[config.mk]
export PLATFORM = sky130hd
export DESIGN_NAME = hls_fp_chn_in_rsci_mbuf
export DESIGN_NICKNAME = d
export VERILOG_FILES = /design/src/rtl/hls_fp_chn_in_rsci_mbuf.sv
export SDC_FILE = /design/constraint.sdc
export NUM_CORES = 1
export LEC_CHECK = 0
export BUFFER_PORTS_ARGS = -buffer_cell sky130_fd_sc_hd__buf_2
export CORE_MARGIN = 10
export CORE_UTILIZATION = 54
export CTS_BUF_LIST = sky130_fd_sc_hd__clkbuf_2 sky130_fd_sc_hd__clkbuf_4 sky130_fd_sc_hd__clkbuf_8
export CTS_CLUSTER_DIAMETER = 60
export DETAILED_ROUTE_END_ITERATION = 6
export PLACE_DENSITY = 0.82
export RECOVER_POWER = 25
export SYNTH_ARGS = -nofsm -noshare
export SYNTH_HDL_FRONTEND = slang
export SYNTH_SLANG_ARGS = --single-unit
[constraint.sdc]
create_clock -name nvdla_core_clk -period 2.9 [get_ports nvdla_core_clk]
set_input_delay 0.87 -clock nvdla_core_clk [delete_from_list [all_inputs] [get_ports nvdla_core_clk]]
set_output_delay 0.87 -clock nvdla_core_clk [all_outputs]
set_load 0.01 [all_outputs]
[src/rtl/hls_fp_chn_in_rsci_mbuf.sv]
// rtl/hls_fp_chn_in_rsci_mbuf.sv - multi-channel masked operand FIFO front-end for HLS fp cores
module hls_fp_chn_in_rsci_mbuf #(
    parameter int WIDTH = 17,
    parameter int NCHN  = 2,
    parameter int DEPTH = 2,
    parameter int CW    = $clog2(DEPTH + 1)
) (
    input  logic                    nvdla_core_clk,
    input  logic                    nvdla_core_rstn,
    input  logic [NCHN*WIDTH-1:0]   chn_rsc_z,
    input  logic [NCHN-1:0]         chn_rsc_vz,
    output logic [NCHN-1:0]         chn_rsc_lz,
    input  logic [NCHN-1:0]         chn_rsci_mask,
    input  logic                    chn_rsci_oswt,
    input  logic                    core_wen,
    output logic                    chn_rsci_bawt,
    output logic                    chn_rsci_wen_comp,
    output logic [NCHN*WIDTH-1:0]   chn_rsci_d_mxwt,
    output logic [NCHN*CW-1:0]      chn_rsci_cnt
);

    localparam int PW = (DEPTH > 1) ? $clog2(DEPTH) : 1;

    logic                run;
    logic [CW-1:0]       cnt  [NCHN];
    logic [PW-1:0]       rptr [NCHN];
    logic [PW-1:0]       wptr [NCHN];
    logic [WIDTH-1:0]    mem  [NCHN][DEPTH];

    logic                active;
    logic                pop;
    logic [NCHN-1:0]     push;
    logic [NCHN-1:0]     pop_ch;

    function automatic logic [PW-1:0] ptr_inc(input logic [PW-1:0] p);
        return (p == PW'(DEPTH - 1)) ? '0 : p + PW'(1);
    endfunction

    // Gating with the live reset keeps every output quiet during the reset cycle itself.
    assign active = run & nvdla_core_rstn;

    always_comb begin
        chn_rsc_lz      = '0;
        chn_rsci_bawt   = active;
        chn_rsci_d_mxwt = '0;
        chn_rsci_cnt    = '0;
        push            = '0;
        for (int i = 0; i < NCHN; i++) begin
            chn_rsc_lz[i] = active & ~chn_rsci_mask[i] & (cnt[i] != CW'(DEPTH));
            push[i]       = chn_rsc_vz[i] & chn_rsc_lz[i];
            if (!chn_rsci_mask[i] && cnt[i] == '0)
                chn_rsci_bawt = 1'b0;
            if (nvdla_core_rstn && !chn_rsci_mask[i] && cnt[i] != '0)
                chn_rsci_d_mxwt[i*WIDTH +: WIDTH] = mem[i][rptr[i]];
            if (nvdla_core_rstn)
                chn_rsci_cnt[i*CW +: CW] = cnt[i];
        end
    end

    assign pop               = chn_rsci_oswt & core_wen & chn_rsci_bawt;
    assign pop_ch            = {NCHN{pop}} & ~chn_rsci_mask;
    assign chn_rsci_wen_comp = ~chn_rsci_oswt | chn_rsci_bawt;

    always_ff @(posedge nvdla_core_clk) begin
        if (!nvdla_core_rstn) begin
            run <= 1'b0;
            for (int i = 0; i < NCHN; i++) begin
                cnt[i]  <= '0;
                rptr[i] <= '0;
                wptr[i] <= '0;
            end
        end else begin
            run <= 1'b1;
            for (int i = 0; i < NCHN; i++) begin
                if (push[i])
                    wptr[i] <= ptr_inc(wptr[i]);
                if (pop_ch[i])
                    rptr[i] <= ptr_inc(rptr[i]);
                cnt[i] <= cnt[i] + CW'(push[i]) - CW'(pop_ch[i]);
            end
        end
    end

    // Storage is deliberately unreset; heads are masked to zero while a channel is empty.
    always_ff @(posedge nvdla_core_clk) begin
        for (int i = 0; i < NCHN; i++) begin
            if (push[i])
                mem[i][wptr[i]] <= chn_rsc_z[i*WIDTH +: WIDTH];
        end
    end

endmodule

* Yosys cells after proc, flatten, opt, wreduce, memory -nomap -nowiden *
Memories as Yosys holds them, arrays and structs flattened.
Index checks and enable logic that the tools add are counted.
W data, S select, Z words.

word-level totals
  bits in registers = 1
  memory bits (writable) = 76
  bits of input ports = 42
  output and inout bits = 42
  logic and storage cells = 102
  memories = 4

operators by class
  $add $sub $neg = 8
  magnitude comparators = 6
  equal/unequal tests = 2
  mux-type cells = 42
  bitwise logic cells = 25
  reductions and logical operators = 14

memories
  memory  words  bits a word  read ports  clocked after Yosys merged registers in  write ports  RTL line  source
  mem     2      34           2           0                                        2            28        logic [WIDTH-1:0] mem [NCHN][DEPTH];
  cnt     2      2            2           0                                        2            25        logic [CW-1:0] cnt [NCHN];
  rptr    2      1            2           0                                        2            26        logic [PW-1:0] rptr [NCHN];
  wptr    2      1            2           0                                        2            27        logic [PW-1:0] wptr [NCHN];

operators by type and width
  kind                   number
  $mux W17               10
  $mux W34               2
  $demux W17 S1          2
  $mux W1                24
  $and A1 B1 Y1          9
  $ge A2 B2 Y1 const B   4
  $logic_and A1 B1 Y1    8
  $mux W2                4
  $not A1 Y2             4
  $or A1 B1 Y1           7
  $add A1 B1 Y1 const B  4
  $add A2 B1 Y2          2
  $logic_not A2 Y1       2
  $lt A2 B1 Y1 const B   2
  $ne A2 B2 Y1 const B   2
  $reduce_bool A2 Y1     2
  $sub A2 B1 Y2          2
  $not A1 Y1             3
  $and A2 B2 Y2          1
  $logic_not A1 Y1       2
  $not A2 Y2             1

* Depth between registers and ports, before layout *
  depth after elaboration = 10
  gate-level depth with buffers = 10
  gate-level depth less buffers = 9

* Least setup slack after synthesis *
No wires, ideal clock.

  path type = input-to-reg
  start = input port nvdla_core_rstn
  end = memory mem[0][51] in the netlist's numbering (enable)
  library setup time = 0.390 ns
  data arrival time = 2.308 ns
  data required time = 2.510 ns
  path slack = 0.202 ns
  stages on the path = 4
  buffers on the path = 1
  path through = buf_6 nand2_2 or4b_4 nor2_1

RTL lines
  what             RTL line  source
  start, declared  9         input logic nvdla_core_rstn,
  end, declared    28

* Worst setup path after layout *
  start = input port chn_rsci_mask[1]
  end = output port chn_rsci_d_mxwt[33]

on the way
  longest elaborated chain between the ends = 4

RTL lines
  what                               RTL line  source
  start, declared                    13        input logic [NCHN-1:0] chn_rsci_mask,
  $logic_not A1 Y1                   53        if (nvdla_core_rstn && !chn_rsci_mask[i] && cnt[i] != '0)
  $logic_and A1 B1 Y1 (2 in series)  53
  $mux W17                           53
  end, declared                      18        output logic [NCHN*WIDTH-1:0] chn_rsci_d_mxwt,

Every way passes these cells.

==> metrics.md <==
| Metric | Value |
|---|---|
| Status | `finished clean` |
| TritonCTS sink count | `between 70 and 80` |
| WS Path Type | `input port to output port` |
| Total power | `~2.3 mW` |
| Via density | `slightly above 5` |
| Cell internal pwr | `between 1.5 and 2 mW` |
| Synth area leaders | `edfxtp_1 (68%), mux2i_1 (11%), nor2_1 (4.9%)` |
| Worst Tran Pin Value | `around 0.52 ns` |
| Htree depth | `3` |
| Area leader, netlist | `edfxtp_1` |
| Largest net degree at the start of global routing | `18` |
| Net Sw Frac | `18.6%` |
| IO buf count | `83` |
| Clk slew on worst S/H paths | `0.07 ns` |
| Rows | `27` |
| Clock tree buffer depth | `2` |
| Setup violators final | `0` |
| Max cap viols | `0` |
| Die Area | `approximately 9300 um2` |
| Hold_sp | `rptr[0][0]` |
| CP bufs+invs | `3` |
| R2R Setup Slk | `~0.89 ns` |
| Total GRT Usage | `a little over an eighth` |
| Global route overflow | `0` |
| Reg power frac | `between 50% and 60%` |
| Combinational share of power | `under 10%` |
| WHS | `roughly 0.56 ns` |
| Vias | `just under 2000` |
| Setup_tns | `0 ns` |
| Routing usage on met3 | `3.34%` |
| Area delta synth->final | `23.4%` |
| Met1 Use GR | `roughly 15%` |
| Cell mode on critical path | `buf_2` |
| Sequential area share after synthesis | `71.4%` |
| Max rail drop VDD | `roughly 0.36 mV` |
| Post-synth cell types | `29` |
| # DRC | `0` |
| Die Wd | `roughly 97 um` |
| Yosys warns | `0` |
| Fraction of layout cells with a size suffix above 1 | `approximately a third` |
| Peak Freq | `roughly 370 MHz` |
| Clk_lat worst skew | `approximately 0.34 ns` |
| Clock Skews | `approximately 0.0066 ns` |
| Boundary Pins | `between 80 and 90` |
| Ant diodes | `0` |
| Reg2Reg Depth | `9` |
| Initial Utilization | `between 50% and 60%` |
| Core Region | `5610 um2` |
| CTS tree | `yes` |
| Gr busiest metal | `met2` |
| CP delay by family, top | `buffers and inverters` |
| Tightest Hold Check Type | `flip-flop to flip-flop` |
| Gate Count Post-Synth | `approximately 210` |
| CP endpoint kind | `output port` |
| Vias in the first global route | `a little under 2000` |
| First-pass GRT wire length | `approximately 10000 um` |
| Critical path, cell by cell | `buf_2, o21ba_2, nand2_1, buf_4, nor2_1, buf_2` |
| ANT nets after route | `0` |
| Share of the synthesized area in the top cell type | `between 60% and 70%` |
| Grt met2 use | `a little under a quarter` |
| WL final | `between 6000 and 7000 um` |
| Fin nets | `between 300 and 400` |
| Syn Nets | `~260` |
| Initial drt markers | `77` |
| Placer Congestion | `between 0.8 and 0.9` |
| Synthesized area | `approximately 3200 um2` |
| Crit path time final | `roughly 2.7 ns` |
| Startpoint Class | `input port` |
| Relative slew slack | `around two thirds` |
| WP data required | `2.03 ns` |
| Leak Pwr | `between 1.5 and 2 nW` |
| Worst Path Max Fanout | `17` |
| Dpl hpwl | `around 4500 um` |
| Worst path slowest cell | `o21ba_2` |
| Hold endpoint | `rptr[0][0]` |
| Final Max Slew Viols | `0` |
| Period utilization | `a little over nine tenths` |
| Fin util | `between 60% and 70%` |
| FF-to-FF End | `cnt[0][3]` |
| Die extent in y | `just under 100 um` |
| Num CTS Buffers | `9` |
| RSZ-0062 raised after global routing | `no` |
| Psw | `roughly 420 uW` |
| Postcts setup bufs | `0` |
| Seq cells post-synth | `77` |
| Initial antenna violation count | `0` |
| Wire length per cell | `around 16 um` |
| Clock root cell | `clkbuf_8` |
| Arr. time, crit path | `1.85 ns` |
| Origin of the critical flop-to-flop path | `cnt[0][1]` |
| Fin. Hold Viols | `0` |
| Pwr/cell area | `a little under 600 nW/um2` |
| Drt first pass iters | `4` |
| WHS Path Cells | `1` |
| Average size of a mapped cell | `between 10 and 15 um2` |
| Delay of the slowest critical-path stage | `0.25 ns` |
| Clock group share of total power | `between 40% and 50%` |
==> state kept, by name, summed over array words and instances, names as in the netlist <==
name / flops
rptr: 2
cnt: 4
run: 1
mem: 68
wptr: 2
==> cell families (layout without fill, tap and decap cells) <==
family                     after synthesis  after routing  synth area share, %
muxes                                   34             34                 10.7
buffers and inverters                   16            113                 2.57
DFF                                     77             77                 71.4
AOI/OAI and AO/OA                       10             10                 2.49
xor gates and xnor gates                 4              4                 1.11
adders and majority gates                4              4                 1.58
and+or+nand+nor                         67             67                 10.1
==> synth_stat cells (all sizes together) <==
| library cell | number |
|---|---|
| dfxtp | 5 |
| mux2i | 34 |
| nand2 | 7 |
| o311ai | 1 |
| inv | 7 |
| or4b | 2 |
| nor3 | 3 |
| o21ba | 1 |
| o2111ai | 1 |
| a21oi | 2 |
| and3 | 2 |
| o311a | 1 |
| edfxtp | 72 |
| o31ai | 1 |
| o21ai | 2 |
| nor2 | 41 |
| nand3b | 1 |
| clkbuf | 2 |
| buf | 7 |
| ha | 4 |
| o211ai | 1 |
| nor2b | 2 |
| xnor2 | 4 |
| nand3 | 1 |
| and2 | 8 |
==> power by group through the flow <==
stage	Sequential [mW]	Combinational, mW	Clock, mW
after global placement	1.26	0.101	0
after global routing	1.24	0.116	1.01
after floorplan	1.26	0.0546	0
after detailed placement	1.27	0.106	0
final	1.24	0.105	0.945
after CTS	1.24	0.106	0.961
==> cell usage in the layout, fill, tap and decap left out, types with 5 or more instances in the layout <==
master,count
and2_1,7
buf_2,76
buf_4,7
clkbuf_1,7
clkbuf_8,9
dfxtp_1,5
edfxtp_1,72
inv_1,7
mux2i_1,34
nand2_1,6
nor2_1,41
==> area by class of cell <==
type | count | area (um2)
sequential | 77 | 2260
fill | 413 | 1700
multi-input combinational | 119 | 835
timing repair buffer | 90 | 459
clock buffer | 11 | 139
clock inverter | 5 | 98.8
tap | 72 | 90.1
inverter | 7 | 26.3
==> layer usage <==
| metal | wire length, um | share of wire [%] | vias to the layer above |
|---|---|---|---|
| li1 | - | - | 959 |
| met1 | 2460 | 39 | 929 |
| met2 | 3380 | 54 | 56 |
| met3 | 291 | 4.6 | 13 |
| met4 | 139 | 2.2 | 0 |
| met5 | 0 | 0 | - |
==> stage by stage <==
| stage | instances | cell area (um2) | setup WS [ns] |
|---|---|---|---|
| 3_5_place_dp | 365 | 3670 | 0.135 |
| 2_1_floorplan | 212 | 3170 | 0.202 |
| 3_3_place_gp | 365 | 3670 | 0.222 |
| 6_report | 381 | 3910 | 0.180 |
| 5_1_grt | 381 | 3910 | 0.0625 |
| 4_1_cts | 381 | 3910 | 0.125 |
==> worst max path at each step <==
stage                          start                   to  depth (start not counted)  slack (ns)
global placement     nvdla_core_rstn  chn_rsci_d_mxwt[15]                          4        0.22
global route        chn_rsci_mask[1]    chn_rsci_wen_comp                          4        0.06
detailed placement   nvdla_core_rstn   chn_rsci_d_mxwt[8]                          4        0.13
floorplan            nvdla_core_rstn           mem[0][51]                          4        0.20
finish              chn_rsci_mask[1]  chn_rsci_d_mxwt[33]                          6        0.18
CTS                  nvdla_core_rstn   chn_rsci_d_mxwt[8]                          4        0.13
==> timing repair <==
action / CTS / global route
setup endpoints to repair: 0 / 2
hold buffers: 0 / 0
resized for setup: 0 / 1
==> worst reg2reg max path: stages, from the launching register on <==
cell	delay, ns
dfxtp_1	0.41
o311a_2	0.45
nand2_1	0.08
nor2_1	0.04
ha_1	0.27
inv_1	0.04
ha_1	0.20
xnor2_1	0.14
xnor2_1	0.12
and2_1	0.15
Note: power is estimated with default switching activity, not from simulation.
